$ cat src/rtl/lane_sched_pkg.sv
// Shared constants for the lane scheduler: state encoding and default sizing.
package lane_sched_pkg;

  localparam int unsigned DEFAULT_DATA_W  = 32;
  localparam int unsigned DEFAULT_CREDITS = 4;

  // The state doubles as the next-lane pointer once out of INIT.
  localparam logic [1:0] ST_INIT  = 2'd0;
  localparam logic [1:0] ST_LANE0 = 2'd1;
  localparam logic [1:0] ST_LANE1 = 2'd2;

endpackage

$ cat src/rtl/lane_credit_counter.sv
// Per-lane credit counter mirroring the downstream buffer occupancy.
// Starts full (CREDITS), decrements on issue, increments on return.
module lane_credit_counter
  import lane_sched_pkg::*;
#(
  parameter int unsigned CREDITS = DEFAULT_CREDITS
) (
  input  logic                           clk,
  input  logic                           reset,
  input  logic                           issue,
  input  logic                           ret,
  output logic [$clog2(CREDITS + 1)-1:0] count,
  output logic                           has_credit,
  output logic                           overflow
);

  localparam int unsigned CW = $clog2(CREDITS + 1);
  localparam logic [CW-1:0] FULL = CW'(CREDITS);

  logic [CW-1:0] count_q, count_d;

  // Next count: simultaneous issue and return cancel; a return at full saturates.
  always_comb begin
    count_d  = count_q;
    overflow = 1'b0;
    if (issue && !ret) begin
      count_d = count_q - CW'(1);
    end else if (ret && !issue) begin
      if (count_q == FULL) begin
        overflow = 1'b1;
      end else begin
        count_d = count_q + CW'(1);
      end
    end
  end

  // Counter register, re-initialised to full on reset.
  always_ff @(posedge clk) begin
    if (reset) begin
      count_q <= FULL;
    end else begin
      count_q <= count_d;
    end
  end

  assign count      = count_q;
  assign has_credit = (count_q != '0);

endmodule

$ cat src/rtl/lane_scheduler.sv
// Two-lane scheduler: deals an incoming word stream strictly alternately to
// lane 0 and lane 1, gated by per-lane credits. Never skips a lane.
// Optional feature: LANE_SCHED_FLUSH_EN adds a flush input that realigns the
// lane pointer to lane 0.
module lane_scheduler
  import lane_sched_pkg::*;
#(
  parameter int unsigned DATA_W  = DEFAULT_DATA_W,
  parameter int unsigned CREDITS = DEFAULT_CREDITS
) (
  input  logic                           clk,
  input  logic                           reset,
`ifdef LANE_SCHED_FLUSH_EN
  input  logic                           flush,
`endif
  input  logic                           valid_in,
  input  logic [DATA_W-1:0]              data_in,
  output logic                           ready_out,
  input  logic                           credit_ret_0,
  input  logic                           credit_ret_1,
  output logic                           valid_0,
  output logic [DATA_W-1:0]              lane_0,
  output logic                           valid_1,
  output logic [DATA_W-1:0]              lane_1,
  output logic [$clog2(CREDITS + 1)-1:0] credit_0,
  output logic [$clog2(CREDITS + 1)-1:0] credit_1,
  output logic                           err_credit
);

  logic [1:0]        state_q, state_d;
  logic              valid_0_q, valid_1_q;
  logic [DATA_W-1:0] lane_0_q, lane_1_q;
  logic              err_q;

  logic has_credit_0, has_credit_1;
  logic overflow_0, overflow_1;
  logic pointed_has_credit;
  logic accept, issue_0, issue_1;
  logic flush_req;

`ifdef LANE_SCHED_FLUSH_EN
  assign flush_req = flush;
`else
  assign flush_req = 1'b0;
`endif

  // Ready depends only on registered state/credits (plus flush), never on
  // same-cycle credit returns.
  assign pointed_has_credit = (state_q == ST_LANE1) ? has_credit_1 : has_credit_0;
  assign ready_out = ((state_q == ST_LANE0) || (state_q == ST_LANE1)) &&
                     pointed_has_credit && !flush_req;
  assign accept    = valid_in && ready_out;
  assign issue_0   = accept && (state_q == ST_LANE0);
  assign issue_1   = accept && (state_q == ST_LANE1);

  // Pointer FSM: INIT for one cycle, then alternate lanes on each accept.
  always_comb begin
    state_d = state_q;
    case (state_q)
      ST_INIT:  state_d = ST_LANE0;
      ST_LANE0: begin
        if (flush_req) begin
          state_d = ST_LANE0;
        end else if (accept) begin
          state_d = ST_LANE1;
        end
      end
      ST_LANE1: begin
        if (flush_req || accept) begin
          state_d = ST_LANE0;
        end
      end
      default:  state_d = ST_INIT;
    endcase
  end

  // State, lane output registers and sticky credit error.
  always_ff @(posedge clk) begin
    if (reset) begin
      state_q   <= ST_INIT;
      valid_0_q <= 1'b0;
      valid_1_q <= 1'b0;
      lane_0_q  <= '0;
      lane_1_q  <= '0;
      err_q     <= 1'b0;
    end else begin
      state_q   <= state_d;
      valid_0_q <= issue_0;
      valid_1_q <= issue_1;
      if (issue_0) begin
        lane_0_q <= data_in;
      end
      if (issue_1) begin
        lane_1_q <= data_in;
      end
      err_q     <= err_q | overflow_0 | overflow_1;
    end
  end

  lane_credit_counter #(
    .CREDITS(CREDITS)
  ) u_credit_0 (
    .clk        (clk),
    .reset      (reset),
    .issue      (issue_0),
    .ret        (credit_ret_0),
    .count      (credit_0),
    .has_credit (has_credit_0),
    .overflow   (overflow_0)
  );

  lane_credit_counter #(
    .CREDITS(CREDITS)
  ) u_credit_1 (
    .clk        (clk),
    .reset      (reset),
    .issue      (issue_1),
    .ret        (credit_ret_1),
    .count      (credit_1),
    .has_credit (has_credit_1),
    .overflow   (overflow_1)
  );

  assign valid_0    = valid_0_q;
  assign valid_1    = valid_1_q;
  assign lane_0     = lane_0_q;
  assign lane_1     = lane_1_q;
  assign err_credit = err_q;

endmodule

$ cat config.mk
export PLATFORM = sky130hd
export DESIGN_NAME = lane_scheduler
export DESIGN_NICKNAME = d
export VERILOG_FILES = /design/src/rtl/lane_sched_pkg.sv /design/src/rtl/lane_credit_counter.sv /design/src/rtl/lane_scheduler.sv
export SDC_FILE = /design/constraint.sdc
export NUM_CORES = 1
export LEC_CHECK = 0
export BUFFER_PORTS_ARGS = -buffer_cell sky130_fd_sc_hd__buf_4
export CORE_ASPECT_RATIO = 1.25
export CORE_MARGIN = 2
export CORE_UTILIZATION = 53
export CTS_CLUSTER_SIZE = 12
export DETAILED_ROUTE_END_ITERATION = 7
export PLACE_DENSITY_LB_ADDON = 0.25
export SLEW_MARGIN = 10
export SYNTH_ARGS = -nofsm -noshare
export SYNTH_HDL_FRONTEND = slang
export SYNTH_HIERARCHICAL = 1
export SYNTH_SLANG_ARGS = --single-unit
$ cat constraint.sdc
create_clock -name clk -period 5.1 [get_ports clk]
set_input_delay 0.765 -clock clk [delete_from_list [all_inputs] [get_ports clk]]
set_output_delay 0.765 -clock clk [all_outputs]
set_load 0.02 [all_outputs]
### After elaboration in Yosys (flattened, before gate mapping)

Cells that the tools add are included.

| operators by class | value |
|---|---|
| reduce and logical (&&, ||, !) cells | 21 |
| equality and inequality tests | 8 |
| mux-type cells | 16 |
| add/subtract/negate cells | 4 |
| bitwise operators | 2 |

Operator list:

| operator | number |
|---|---|
| $mux 3 | 6 |
| $logic_and 1x1->1 | 8 |
| $mux 1 | 7 |
| $add 3x1->3 const B | 2 |
| $eq 3x3->1 const B | 2 |
| $pmux 2 s3 | 1 |
| $reduce_and 2->1 | 3 |
| $reduce_bool 3->1 | 2 |
| $sub 3x1->3 const B | 2 |
| $logic_not 1->1 | 4 |
| $mux 2 | 2 |
| $ne 2x1->1 const B | 2 |
| $ne 2x2->1 const B | 2 |
| $reduce_bool 2->1 | 2 |
| $eq 2x1->1 const B | 1 |
| $eq 2x2->1 const B | 1 |
| $logic_not 2->1 | 1 |
| $or 1x1->1 | 2 |
| $logic_or 1x1->1 | 1 |

| storage, ports and cells | value |
|---|---|
| input bits | 37 |
| output and inout port bits | 74 |
| logic and storage cells | 59 |
| flip-flop bits (word level) | 75 |

### Logic depth before layout (Yosys ltp)

| depth | value |
|---|---|
| word-level depth | 11 |
| mapped depth | 13 |
| gate-level depth less buffers | 12 |

### Hierarchy

The synthesis kept the hierarchy.

Modules (own cells, without submodules):

| module | seq. area each (µm²) | area each (µm²) | cells an instance | instances |
|---|---|---|---|---|
| lane_scheduler | 1,381.3 | 2,658.8 | 316 | 1 |
| lane_credit_counter | 60.1 | 232.7 | 26 | 2 |

### Worst setup path before layout

Ideal clock, no wire load.

| timing path | value |
|---|---|
| kind | flip-flop to flip-flop |
| from | reg u_credit_1.count_q[0] (netlist: u_credit_1/count[0]) |
| to | reg u_credit_0.count_q[2] (netlist: u_credit_0/count[2]) |
| data required time | 4,978 ps |
| buffers on the path | 0 |
| setup time | 122 ps |
| clock period less this slack | 2,606 ps |
| arrival | 2,484 ps |
| stages on the path, launching flop included | 13 |
| setup slack | 2,494 ps |
| path through | dfxtp_1 -> nor2_2 -> nand2_1 -> mux2_4 -> nand2_1 -> inv_1 -> ha_1 -> xor2_1 -> ha_1 -> a21oi_1 -> xnor2_1 -> a21oi_1 -> a311o_1 |

| on the way | value |
|---|---|
| cells in the longest elaborated chain, start to end | 9 |
| elaborated cells on any way between the ends | 12 |
| classes of those cells | eq/ne: 1; mux: 2; reduce/logical: 9 |

RTL lines:

| what | RTL line | source |
|---|---|---|
| start: declaration | lane_credit_counter.sv:20 | `logic [CW-1:0] count_q, count_d;` |
| start signal: assignment | lane_credit_counter.sv:42 | `count_q <= count_d;` |
| $reduce_bool 3->1 (*) | lane_credit_counter.sv:47 | `assign has_credit = (count_q != '0);` |
| named net has_credit_1 | lane_scheduler.sv:35 | `logic has_credit_0, has_credit_1;` |
| $mux 1 (*) | lane_scheduler.sv:49 | `assign pointed_has_credit = (state_q == ST_LANE1) ? has_credit_1 : has_credit_0;` |
| $logic_and 1x1->1 (*) | lane_scheduler.sv:50 | `assign ready_out = ((state_q == ST_LANE0) \|\| (state_q == ST_LANE1)) &&` |
| $logic_and 1x1->1 (*) | lane_scheduler.sv:52 | `assign accept = valid_in && ready_out;` |
| $logic_and 1x1->1 (*) | lane_scheduler.sv:53 | `assign issue_0 = accept && (state_q == ST_LANE0);` |
| named net issue_0 | lane_scheduler.sv:38 | `logic accept, issue_0, issue_1;` |
| $logic_not 1->1 | lane_credit_counter.sv:28 | `end else if (ret && !issue) begin` |
| $logic_and 1x1->1 | lane_credit_counter.sv:28 |  |
| $reduce_bool 2->1 (no source line) | - |  |
| $reduce_and 2->1 (no source line) | - |  |
| end signal: assignment | lane_credit_counter.sv:42 |  |
| end: declaration | lane_credit_counter.sv:20 |  |

The timed path passes the listed nets; every way through them passes the cells marked *.
A chain may end at the register's enable or synchronous reset.

### Worst setup path in the final report

| timing path | value |
|---|---|
| from | reg state_q[1] |
| to | reg u_credit_1.count_q[2] (netlist: u_credit_1/count[2]) |

| on the way | value |
|---|---|
| cells in the longest elaborated chain, start to end | 9 |
| elaborated cells on any way between the ends | 14 |
| classes of those cells | eq/ne: 3; mux: 2; reduce/logical: 9 |

RTL lines:

| what | RTL line | source |
|---|---|---|
| start: declaration | lane_scheduler.sv:30 | `logic [1:0] state_q, state_d;` |
| start signal: assignment | lane_scheduler.sv:87 | `state_q <= state_d;` |
| $eq 2x2->1 or $eq 2x1->1 (tied branches) | lane_scheduler.sv:49, lane_scheduler.sv:50, lane_scheduler.sv:54 |  |
| $mux 1 or $logic_or 1x1->1 (tied branches) | lane_scheduler.sv:49, lane_scheduler.sv:50 |  |
| $logic_and 1x1->1 | lane_scheduler.sv:50 |  |
| $logic_and 1x1->1 | lane_scheduler.sv:52 |  |
| $logic_and 1x1->1 (*) | lane_scheduler.sv:54 | `assign issue_1 = accept && (state_q == ST_LANE1);` |
| $logic_not 1->1 | lane_credit_counter.sv:28 |  |
| $logic_and 1x1->1 | lane_credit_counter.sv:28 |  |
| $reduce_bool 2->1 (no source line) | - |  |
| $reduce_and 2->1 (no source line) | - |  |

Every way passes the cells marked *; elsewhere a longest branch is shown, timed or not.

==> flow_metrics.tcl <==
set metrics [dict create \
    top_level_ports 111 \
    routed_wl_um 7800 \
    maxSlewHeadroom_pct 22.3 \
    cts_tree "yes" \
    crit_arrival_ps 3590 \
    crit_slowest_cell "clkinv_2" \
    die-area_um2 6530 \
    run_status "completed" \
    clk_path_buf_depth 2 \
    synth_fp_nets 416 \
    cpPeakStageDelay_ps 500 \
    setup.worst_path.end "u_credit_1/count[2]$_SDFFE_PP1P_" \
    final.setup.worst_slack_ps 1740 \
    detailroute.via_count 2911 \
    synth_top_area_share_pct 48.1 \
    drc_violations_left 0 \
    gpl.final_weighted_congestion 0.774 \
    crit_top_cell "ha_1" \
    cts-buffers-inserted 9 \
    drive_above_1_share_pct 28.5 \
    slew_violations 0 \
    core_area_um2 5740 \
    r2r_start "state_q[1]$_SDFFE_PP0P_" \
    largest_net_degree_at_the_start_of_global_routing 76 \
    numClockSinks 75 \
    postSynthCellCount 368 \
    ys.flop_type "dfxtp_1" \
    routed_via_density 5.47 \
    power.leakage_nw 1.68 \
    power_per_cell_area_nw_per_um2 338 \
    dp.final_hpwl_um 5180 \
    postSynth.asyncResetShare_pct 0 \
    syn_area_um2 3120 \
    timing.fmax_mhz 298 \
    worst_skew_pair.late_latency_ps 340 \
    initialDrtViolationCount 146 \
    synth.yosys.seq_area_share_pct 48.1 \
    number_of_antenna_violating_nets_in_the_routed_design 0 \
    regToRegEndpoint "u_credit_1/count[2]$_SDFFE_PP1P_" \
    drv.max_cap_violation_count 0 \
    power_w 0.00138 \
    critical_path.max_fanout 35 \
    timing_hold_violations_final 0 \
    synth_area_leader_cell "dfxtp_1" \
    h_tree_lvl_count 3 \
    cts_root_buf "clkbuf_8" \
    timing.clock.skew_ps 7.80 \
    timing.reg2reg.setup_slack_ps 1740 \
    die_width_um 72.7 \
    first_global_vias 2738 \
    num_antenna_cells 0 \
    flow.area_growth_from_synthesis_pct 30.7 \
    synth_seq_cells 75 \
    timing_worst_setup_path_type "flip-flop to flip-flop" \
    wl_per_cell_um 14.7 \
    netlist_top_cells_area "dfxtp_1, a21oi_1, nand2_1, nand3_1, o21ai_0" \
    vdd_ir_drop_max_v 0.000252 \
    setup_viols_final 0 \
    worst_hold_path_type "flip-flop to flip-flop" \
    drt_pass1_iterations 4 \
    aggregate_global_route_resource_usage_pct 24.1 \
    global_route.overflow_total 0 \
    syn-mean-instance-area_um2 8.49 \
    dp_slack_ps 1720 \
    worst_slew_pin_slew_ps 1160 \
    setup-tns-final_ps 0 \
    rsz0062_at_grt "no" \
    crit_required_ps 5330 \
    yosys.cell_count.top_type "dfxtp_1" \
    grt_first_pass_wirelength_um 12600 \
    post-cts-setup-buffer-count 0 \
    timing.reg2reg.worst_path_depth 11 \
    synth_cell_types 31 \
    finalCritPeriodShare_pct 65.9 \
    startpoint_type "flip-flop" \
    detailed_place.area_um2 3850 \
    finish.instance_area_um2 4080 \
    synth_common_cells "dfxtp_1, nand2_1, a21oi_1" \
    synth-edff-count 0 \
    whs_path_depth 2 \
    port_buffers 110 \
    timing.final.crit_period_ps 3360 \
    initial_core_util_pct 54.4 \
    cts.repair.resized 0 \
    critical_path.endpoint_type "flip-flop" \
    cts.reportedPaths.clkPinSlew_ps 70 \
    initial_antenna_violation_count 0 \
    nNetsFinal 510 \
    fp.dieH_um 89.8 \
    synth.yosys.warnings 6 \
    cts_hold_buf 0 \
    crit_path_cell_trace "inv_1, ha_1, nand4_4, clkinv_2, ha_1, xor2_1, ha_1, a21oi_1, xnor2_1, a21oi_1, a311o_1" \
    worst_setup_path_startpoint "state_q[1]$_SDFFE_PP0P_" \
    rows 31 \
]
flip-flops by register name (all words and copies together), names as in the netlist:
| signal | count |
|---|---|
| state_q | 2 |
| err_credit | 1 |
| u_credit_1/count | 3 |
| valid_1 | 1 |
| valid_0 | 1 |
| lane_1 | 32 |
| lane_0 | 32 |
| u_credit_0/count | 3 |
cells by family (layout without fill, tap and decap cells):
group / Yosys count / after routing / share of synthesized area (%)
simple gates: 122 / 122 / 17.7
compound gates: 110 / 110 / 19.3
flops: 75 / 75 / 48.1
buf+inv: 42 / 140 / 7.69
fa+ha+maj: 11 / 11 / 4.41
xor+xnor: 6 / 6 / 1.68
mux: 2 / 2 / 1.20
power by group:
part	switching [W]	internal, W	leakage, nW	total, W
Sequential	0.0000139	0.000612	0.606	0.000625
Clock	0.000209	0.000322	0.112	0.000531
Combinational	0.000131	0.0000928	0.964	0.000224
cell type report:
type	instances	area, um^2
clock buffers	10	128
clock inverters	5	103
fillers	469	1660
inverters	14	53.8
multi-input cells	251	1380
flip-flops and latches	75	1500
well taps	66	82.6
repair buffers	111	833
per-stage QoR:
step	util, %	hold WS [ps]	std cells
floorplan	-	491	368
global placement	67.1	443	517
detailed placement	67.1	448	517
CTS	71.1	458	532
global route	71.1	478	532
finish	71.1	456	532
worst min path at each step:
stage,start,endpoint,slack [ps]
after floorplan,state_q[0]$_SDFFE_PP0P_,state_q[0]$_SDFFE_PP0P_,490
after detailed placement,lane_1[12]$_SDFFE_PP0P_,lane_1[12]$_SDFFE_PP0P_,450
after global routing,lane_1[3]$_SDFFE_PP0P_,lane_1[3]$_SDFFE_PP0P_,480
after CTS,lane_1[12]$_SDFFE_PP0P_,lane_1[12]$_SDFFE_PP0P_,460
final,lane_1[19]$_SDFFE_PP0P_,lane_1[19]$_SDFFE_PP0P_,460
after global placement,lane_1[29]$_SDFFE_PP0P_,lane_1[29]$_SDFFE_PP0P_,440
worst max-delay path, delay by kind of cell, from the launching register on:
| family | cells | cell delay, ps |
|---|---|---|
| flops | 1 | 380 |
| simple gates | 1 | 380 |
| buf+inv | 2 | 590 |
| fa+ha+maj | 3 | 980 |
| xor+xnor | 2 | 330 |
| compound gates | 3 | 600 |
cell usage in the layout (no fill, tap or decap), types with 2 or more instances in the layout:
master	count
dfxtp_1	75
xnor2_1	4
ha_1	11
nand2_1	71
nand3_1	36
a311o_1	2
a31oi_4	2
a21oi_1	70
nor2_2	2
nor2_1	5
and4b_1	2
clkbuf_8	9
xor2_1	2
inv_1	13
clkinv_2	2
bufinv_16	3
buf_4	111
a211oi_1	2
o21ai_0	29
o21ai_1	3
per-layer routing:
| layer | up-vias | GRT usage (%) | wire, um |
|---|---|---|---|
| met5 | - | 0 | 0 |
| met4 | 0 | 11.1 | 168 |
| li1 | 1437 | - | - |
| met1 | 1358 | 29.4 | 3230 |
| met3 | 14 | 5.83 | 500 |
| met2 | 102 | 39.5 | 3900 |
Power figures use the tool's default switching activity.
